==> src/rtl/step_pkg.sv <==
// Shared constants for the step/run pulse controller.
// State encoding, synchroniser depth and step counter width.
package step_pkg;

  localparam logic [1:0] IDLE   = 2'd0;
  localparam logic [1:0] HELD   = 2'd1;
  localparam logic [1:0] RUN    = 2'd2;
  localparam logic [1:0] HALTED = 2'd3;

  localparam int SYNC_STAGES  = 2;
  localparam int STEP_COUNT_W = 16;

endpackage

==> src/rtl/debounce_filter.sv <==
// Synchroniser plus stable-count debouncer for a raw pushbutton.
// Ports: clk, rst (sync, active-high), raw (async in), level (debounced, resets to 1).
module debounce_filter
  import step_pkg::*;
#(
  parameter int DEBOUNCE_CYCLES = 500000
) (
  input  logic clk,
  input  logic rst,
  input  logic raw,
  output logic level
);

  localparam int CW = $clog2(DEBOUNCE_CYCLES + 1);

  logic [SYNC_STAGES-1:0] sync_q;
  logic [CW-1:0]          cnt_q;
  logic                   synced;

  assign synced = sync_q[SYNC_STAGES-1];

  // level starts high so a button held through reset never
  // looks like a fresh press.
  always_ff @(posedge clk) begin
    if (rst) begin
      sync_q <= '0;
      cnt_q  <= '0;
      level  <= 1'b1;
    end else begin
      sync_q <= {sync_q[SYNC_STAGES-2:0], raw};
      if (synced == level) begin
        cnt_q <= '0;
      end else if (cnt_q == CW'(DEBOUNCE_CYCLES - 1)) begin
        cnt_q <= '0;
        level <= ~level;
      end else begin
        cnt_q <= cnt_q + 1'b1;
      end
    end
  end

endmodule

==> src/rtl/step_pulse_gen.sv <==
// Single-step / free-run clock-enable generator for the CPU core.
// Ports: clk, rst, next_instr, run_mode, halt in; step_en, state, step_count out.
// Optional step counter built only when STEP_COUNT_EN is defined.
module step_pulse_gen
  import step_pkg::*;
#(
  parameter int DEBOUNCE_CYCLES = 500000,
  parameter int RUN_DIV         = 25000000
) (
  input  logic                    clk,
  input  logic                    rst,
  input  logic                    next_instr,
  input  logic                    run_mode,
  input  logic                    halt,
  output logic                    step_en,
  output logic [1:0]              state,
  output logic [STEP_COUNT_W-1:0] step_count
);

  localparam int DW = $clog2(RUN_DIV);

  logic                   db_level;
  logic [SYNC_STAGES-1:0] run_q;
  logic                   run_sync;
  logic [1:0]             state_q;
  logic [DW-1:0]          div_q;

  debounce_filter #(
    .DEBOUNCE_CYCLES(DEBOUNCE_CYCLES)
  ) u_db (
    .clk  (clk),
    .rst  (rst),
    .raw  (next_instr),
    .level(db_level)
  );

  // The switch is only synchronised; a bouncing switch just
  // toggles RUN a few times before settling.
  always_ff @(posedge clk) begin
    if (rst) begin
      run_q <= '0;
    end else begin
      run_q <= {run_q[SYNC_STAGES-2:0], run_mode};
    end
  end

  assign run_sync = run_q[SYNC_STAGES-1];

  // halt is checked before any pulse source so a halting
  // CPU never receives one more advance.
  always_ff @(posedge clk) begin
    if (rst) begin
      state_q <= HELD;
      step_en <= 1'b0;
      div_q   <= '0;
    end else begin
      step_en <= 1'b0;
      unique case (state_q)
        IDLE: begin
          if (!halt) begin
            if (run_sync) begin
              state_q <= RUN;
              div_q   <= '0;
            end else if (db_level) begin
              step_en <= 1'b1;
              state_q <= HELD;
            end
          end
        end
        HELD: begin
          if (!db_level) state_q <= IDLE;
        end
        RUN: begin
          if (halt) begin
            state_q <= HALTED;
            div_q   <= '0;
          end else if (!run_sync) begin
            state_q <= db_level ? HELD : IDLE;
            div_q   <= '0;
          end else if (div_q == DW'(RUN_DIV - 1)) begin
            div_q   <= '0;
            step_en <= 1'b1;
          end else begin
            div_q <= div_q + 1'b1;
          end
        end
        HALTED: begin
          if (!halt && !run_sync) state_q <= IDLE;
        end
      endcase
    end
  end

  assign state = state_q;

`ifdef STEP_COUNT_EN
  logic [STEP_COUNT_W-1:0] count_q;

  always_ff @(posedge clk) begin
    if (rst) begin
      count_q <= '0;
    end else if (step_en) begin
      count_q <= count_q + 1'b1;
    end
  end

  assign step_count = count_q;
`else
  assign step_count = '0;
`endif

endmodule

==> config.mk <==
export PLATFORM = sky130hd
export DESIGN_NAME = step_pulse_gen
export DESIGN_NICKNAME = d
export VERILOG_FILES = /design/src/rtl/step_pkg.sv /design/src/rtl/debounce_filter.sv /design/src/rtl/step_pulse_gen.sv
export SDC_FILE = /design/constraint.sdc
export NUM_CORES = 1
export LEC_CHECK = 0
export CAP_MARGIN = 5
export CORE_MARGIN = 1.5
export CORE_UTILIZATION = 58
export DETAILED_ROUTE_END_ITERATION = 16
export PLACE_DENSITY = 0.8
export SETUP_SLACK_MARGIN = 0.05
export SLEW_MARGIN = 40
export SYNTH_ARGS = -nofsm -noshare
export SYNTH_HDL_FRONTEND = slang
export SYNTH_HIERARCHICAL = 1
export SYNTH_SLANG_ARGS = --single-unit
==> constraint.sdc <==
create_clock -name clk -period 2.3 [get_ports clk]
set_input_delay 0.46 -clock clk [delete_from_list [all_inputs] [get_ports clk]]
set_output_delay 0.46 -clock clk [all_outputs]
set_load 0.01 [all_outputs]
# Word-level counts from Yosys, hierarchy flattened
# Index checks and enable logic that the tools add are counted.
# totals
reg_bits	52
input_bits	5
wordCells	54
# op_classes
addsub	2
n_eq_ne	12
muxes	22
n_bitwise	2
n_reduce_logical	9
# ops
op	count
2-to-1 mux 25 bit	5
case mux 25 bit (2 select lines)	1
adder 25 x 1 -> 25 bit, second input constant	1
== test 25 bit, second input constant	1
adder 19 x 1 -> 19 bit, second input constant	1
== test 19 bit, second input constant	1
2-to-1 mux 2 bit	7
inequality test 2 bit, second input constant	4
case mux 2 bit (4 select lines)	1
2-to-1 mux 1 bit	7
AND reduction 5 bit	1
== test 2 bit, second input constant	2
inequality test 3 x 2 -> 1 bit, second input constant	1
inequality test 3 bit, second input constant	1
AND reduction 3 bit	1
OR reduction 3 bit	1
== test 2 x 1 -> 1 bit, second input constant	1
zero test 1 bit	2
zero test 2 bit	1
inverter 1 bit	2
case mux 1 bit (2 select lines)	1
AND reduction 2 bit	1
nonzero test 2 bit	1
== test 1 bit	1
logical AND 1 bit	1

# Logic depth before layout (Yosys ltp)
# depth
word_depth	5
depth_mapped	8

# Cells and area by module
# The synthesis kept the hierarchy.
# by_module_without_submodules
module	instances	cells_each	area_each_um2	seq_area_each_um2
step_pulse_gen	1	232	1836.8	600.6
debounce_filter	1	110	1051.0	440.4

# Least setup slack after synthesis
# OpenSTA, ideal clock, no wires.
# synth_timing
kind	flip-flop to flip-flop
startpoint	register div_q[0]
endpoint	register div_q[20]
t_arrival_ns	1.877
slack_ns	0.348
path_stages_with_launch	8
path_cell_list	dfxtp_1 ha_1 and3_1 clkbuf_1 and4_1 a21o_1 or4_1 a31oi_1
# synth_via
elab_chain_cells	5
elab_cells_between_ends	6
cone_classes	add/sub (1); eq/ne (1); mux (4)
# synth_lines
element	line_no	text
start: declaration	step_pulse_gen.sv:26	logic [DW-1:0] div_q;
start signal: assignment	step_pulse_gen.sv:84	div_q <= div_q + 1'b1;
adder 25 x 1 -> 25 bit / == test 25 bit (equally long branches)	step_pulse_gen.sv:84, step_pulse_gen.sv:80	
2-to-1 mux 25 bit (*)	step_pulse_gen.sv:80	end else if (div_q == DW'(RUN_DIV - 1)) begin
2-to-1 mux 25 bit (*)	step_pulse_gen.sv:77	end else if (!run_sync) begin
2-to-1 mux 25 bit (*)	step_pulse_gen.sv:74	if (halt) begin
case mux 25 bit (2 select lines) (*)	step_pulse_gen.sv:58	unique case (state_q)
# Every way passes the cells marked *; elsewhere a longest branch is shown, timed or not.
# A chain may end at the register's enable or synchronous reset.

# Final worst setup path
# layout_timing
startpoint	register div_q[0]
endpoint	register div_q[14]
# The elaborated chain is that of the path after synthesis.

==> qor.json <==
{
  "die-width": {"value": 73.6, "unit": "um"},
  "grt_pass1_vias": {"value": 2186},
  "routed_wl": {"value": 6010, "unit": "um"},
  "multi_input_comb_area": {"value": 1680, "unit": "um^2"},
  "synth.area.top_cells": {"value": "dfxtp_1 (36%), xnor2_1 (4.9%), nor2_1 (4.8%)"},
  "antenna_cells_inserted": {"value": 0},
  "fmaxAchievable": {"value": 488, "unit": "MHz"},
  "die_height": {"value": 73.6, "unit": "um"},
  "unrepaired_setup_endpoints_after_global_routing": {"value": "false"},
  "wire_length_of_the_first_global_routing_pass": {"value": 9760, "unit": "um"},
  "worst-endpoint-arrival": {"value": 2.24, "unit": "ns"},
  "cts.repair_timing.setup_buffer_count": {"value": 0},
  "outcome": {"value": "complete, no violations"},
  "finalHoldViolCount": {"value": 0},
  "synthDominantCellAreaShare": {"value": 36.0, "unit": "%"},
  "synth_top_area_cell": {"value": "dfxtp_1"},
  "worst-r2r-cell-count": {"value": 7},
  "critical_path.endpoint": {"value": "div_q[14]$_SDFFE_PP0P_"},
  "vias": {"value": 2460},
  "pin_count": {"value": 24},
  "post_synth_most_frequent_cells": {"value": "dfxtp_1 (52), nor2_1 (37), nand2_1 (27)"},
  "wire_per_inst": {"value": 14.4, "unit": "um"},
  "min_delay_path_depth": {"value": 1},
  "globalRouteOverflowTotal": {"value": 0},
  "clock-root-buffer": {"value": "clkbuf_8"},
  "gpl.final_weighted_congestion": {"value": 0.854},
  "synthCells": {"value": 342},
  "critical_path.endpoint_type": {"value": "flop"},
  "cts_tree": {"value": "built"},
  "post_synth_instance_area": {"value": 2890, "unit": "um^2"},
  "final_antenna_net_count": {"value": 0},
  "drc": {"value": 0},
  "drt_pre_antenna_iters": {"value": 4},
  "worst-path-max-fanout": {"value": 14},
  "synth_edf_count": {"value": 0},
  "final_period_utilization": {"value": 89.1, "unit": "%"},
  "cts_resized": {"value": 0},
  "cts.sinks": {"value": 52},
  "yosysMostFrequentCell": {"value": "dfxtp_1"},
  "yosysSeqAreaShare": {"value": 36.0, "unit": "%"},
  "ys_async_sr_fraction": {"value": 0, "unit": "%"},
  "cts_max_path_buffers": {"value": 2},
  "io_buffers": {"value": 7},
  "filler_cell_count": {"value": 420},
  "postSynthAreaPerCell": {"value": 8.44, "unit": "um^2"},
  "synth_ff_type": {"value": "dfxtp_1"},
  "setup_tns": {"value": 0, "unit": "ns"},
  "setup_slack": {"value": 0.250, "unit": "ns"},
  "synth_cell_types": {"value": 64},
  "min_period": {"value": 2.05, "unit": "ns"},
  "setup.worst_path.start": {"value": "div_q[0]$_SDFFE_PP0P_"},
  "cp.required": {"value": 2.49, "unit": "ns"},
  "critPathKind": {"value": "flop to flop"},
  "design.die.area": {"value": 5410, "unit": "um^2"},
  "min_path_type": {"value": "flop to flop"},
  "fp.coreArea": {"value": 4750, "unit": "um^2"},
  "leakagePower": {"value": 1.10, "unit": "nW"},
  "cts_htree_levels": {"value": 2},
  "layout.area.seq": {"value": 1040, "unit": "um^2"},
  "drv_cap": {"value": 0},
  "max-vdd-ir-drop": {"value": 432, "unit": "uV"},
  "drv_slew": {"value": 0},
  "timing.critical_path.from_type": {"value": "flop"},
  "hold_buffers": {"value": 0},
  "finalNetCount": {"value": 357},
  "flow.area_growth_from_synthesis": {"value": 7.80, "unit": "%"},
  "rrSetupSlack": {"value": 0.25, "unit": "ns"},
  "cts_made_buffers": {"value": 5},
  "pre_cts_ws": {"value": 0.0845, "unit": "ns"},
  "track_usage": {"value": 22.8, "unit": "%"},
  "core.rowCount": {"value": 25},
  "clkSlewWorstSetupHoldPaths": {"value": 0.09, "unit": "ns"},
  "critical_path.reg2reg.startpoint": {"value": "div_q[0]$_SDFFE_PP0P_"},
  "drt-vias-per-instance": {"value": 5.89},
  "dp_hpwl": {"value": 4310, "unit": "um"},
  "critical_path.reg2reg.endpoint": {"value": "div_q[14]$_SDFFE_PP0P_"},
  "synth_seq_cells": {"value": 52},
  "drt_iter0_markers": {"value": 178},
  "floorplan.initialDensity": {"value": 60.7, "unit": "%"},
  "setup_viol": {"value": 0},
  "final_layout_size_suffix_gt1_share": {"value": 10.8, "unit": "%"},
  "grt_start_max_net_pins": {"value": 27},
  "synth-warning-count": {"value": 6},
  "power.density": {"value": 517, "unit": "nW/um^2"},
  "antenna_found_initial": {"value": 0},
  "worstSkewPairLatency": {"value": 0.30, "unit": "ns"},
  "finalClockSkew": {"value": 0.00657, "unit": "ns"}
}
[stage by stage]
step                total power, mW  util, %  instances  area (um^2)  hold WS (ns)
floorplan                     0.998        -        357         2940         0.414
global placement              0.999     63.1        410         3000         0.417
detailed placement             1.00     63.1        410         3000         0.435
CTS                            1.62     65.5        418         3110         0.456
global route                   1.67     65.5        418         3110         0.467
finish                         1.61     65.5        418         3110         0.448
[registers in the layout, summed over array words and instances (netlist names)]
signal / count
u_db/cnt_q: 19
run_q: 2
u_db/level: 1
div_q: 25
state: 2
u_db/sync_q: 2
step_en: 1
[power by group]
part / total, mW / switching, mW / internal (mW)
registers: 0.915 / 0.00835 / 0.907
clock network: 0.630 / 0.301 / 0.329
logic: 0.0647 / 0.0433 / 0.0215
total: 1.61 / 0.352 / 1.26
[worst min-delay path by stage]
stage,from,endpoint
after CTS,run_q[0]$_SDFF_PP0_,run_q[1]$_SDFF_PP0_
after global placement,run_q[0]$_SDFF_PP0_,run_q[1]$_SDFF_PP0_
after global routing,run_q[0]$_SDFF_PP0_,run_q[1]$_SDFF_PP0_
after detailed placement,run_q[0]$_SDFF_PP0_,run_q[1]$_SDFF_PP0_
after floorplan,run_q[0]$_SDFF_PP0_,run_q[1]$_SDFF_PP0_
final,run_q[0]$_SDFF_PP0_,run_q[1]$_SDFF_PP0_
[kinds of logic after synthesis]
group           count (synthesis)  share of synthesized area, %
xor+xnor                       21                          6.37
flops                          52                          36.0
compound gates                 52                          12.6
other cells                     1                         0.130
mux                             1                         0.347
buf+inv                        38                          7.71
simple gates                  175                          35.9
fa+ha+maj                       2                         0.866
[metal layers]
| layer | global-route usage (%) | wire, um | vias to the layer above |
|---|---|---|---|
| met5 | 0 | 0 | - |
| met3 | 3.29 | 299 | 4 |
| met4 | 7.41 | 38 | 0 |
| met1 | 30.6 | 2740 | 1143 |
| li1 | - | - | 1234 |
| met2 | 37.7 | 2930 | 79 |
[cells in the final DEF, fill, tap and decap left out, types with 4 or more instances in the layout]
cell type	count
xor2_1	5
o21ai_0	6
dfxtp_1	52
or4_1	4
nand3_1	23
clkdlybuf4s50_1	7
nand4_1	9
nor4_1	10
nor2_1	37
o211ai_1	5
inv_1	7
clkbuf_8	5
a21oi_1	11
conb_1	16
a31oi_1	4
xnor2_1	16
buf_4	8
o21ai_1	4
and4_1	6
nand2_1	27
nor2b_1	8
and3_1	7
nor3_1	13
[worst max-delay path, stage by stage, from the launching register on]
cell and delay (ns):
dfxtp_1 0.39, ha_1 0.23, and3_1 0.35, and4_1 0.30, a21oi_1 0.10, buf_4 0.20, o21ai_1 0.29, nor2_1 0.09
[area by class of cell]
class / count / share of cell area, %
well taps: 67 / 2.69
multi-input cells: 267 / 54.0
clock inverters: 2 / 1.25
flip-flops and latches: 52 / 33.4
inverters: 7 / 0.844
repair buffers: 17 / 5.47
clock buffers: 6 / 2.33
Power figures use the tool's default switching activity.
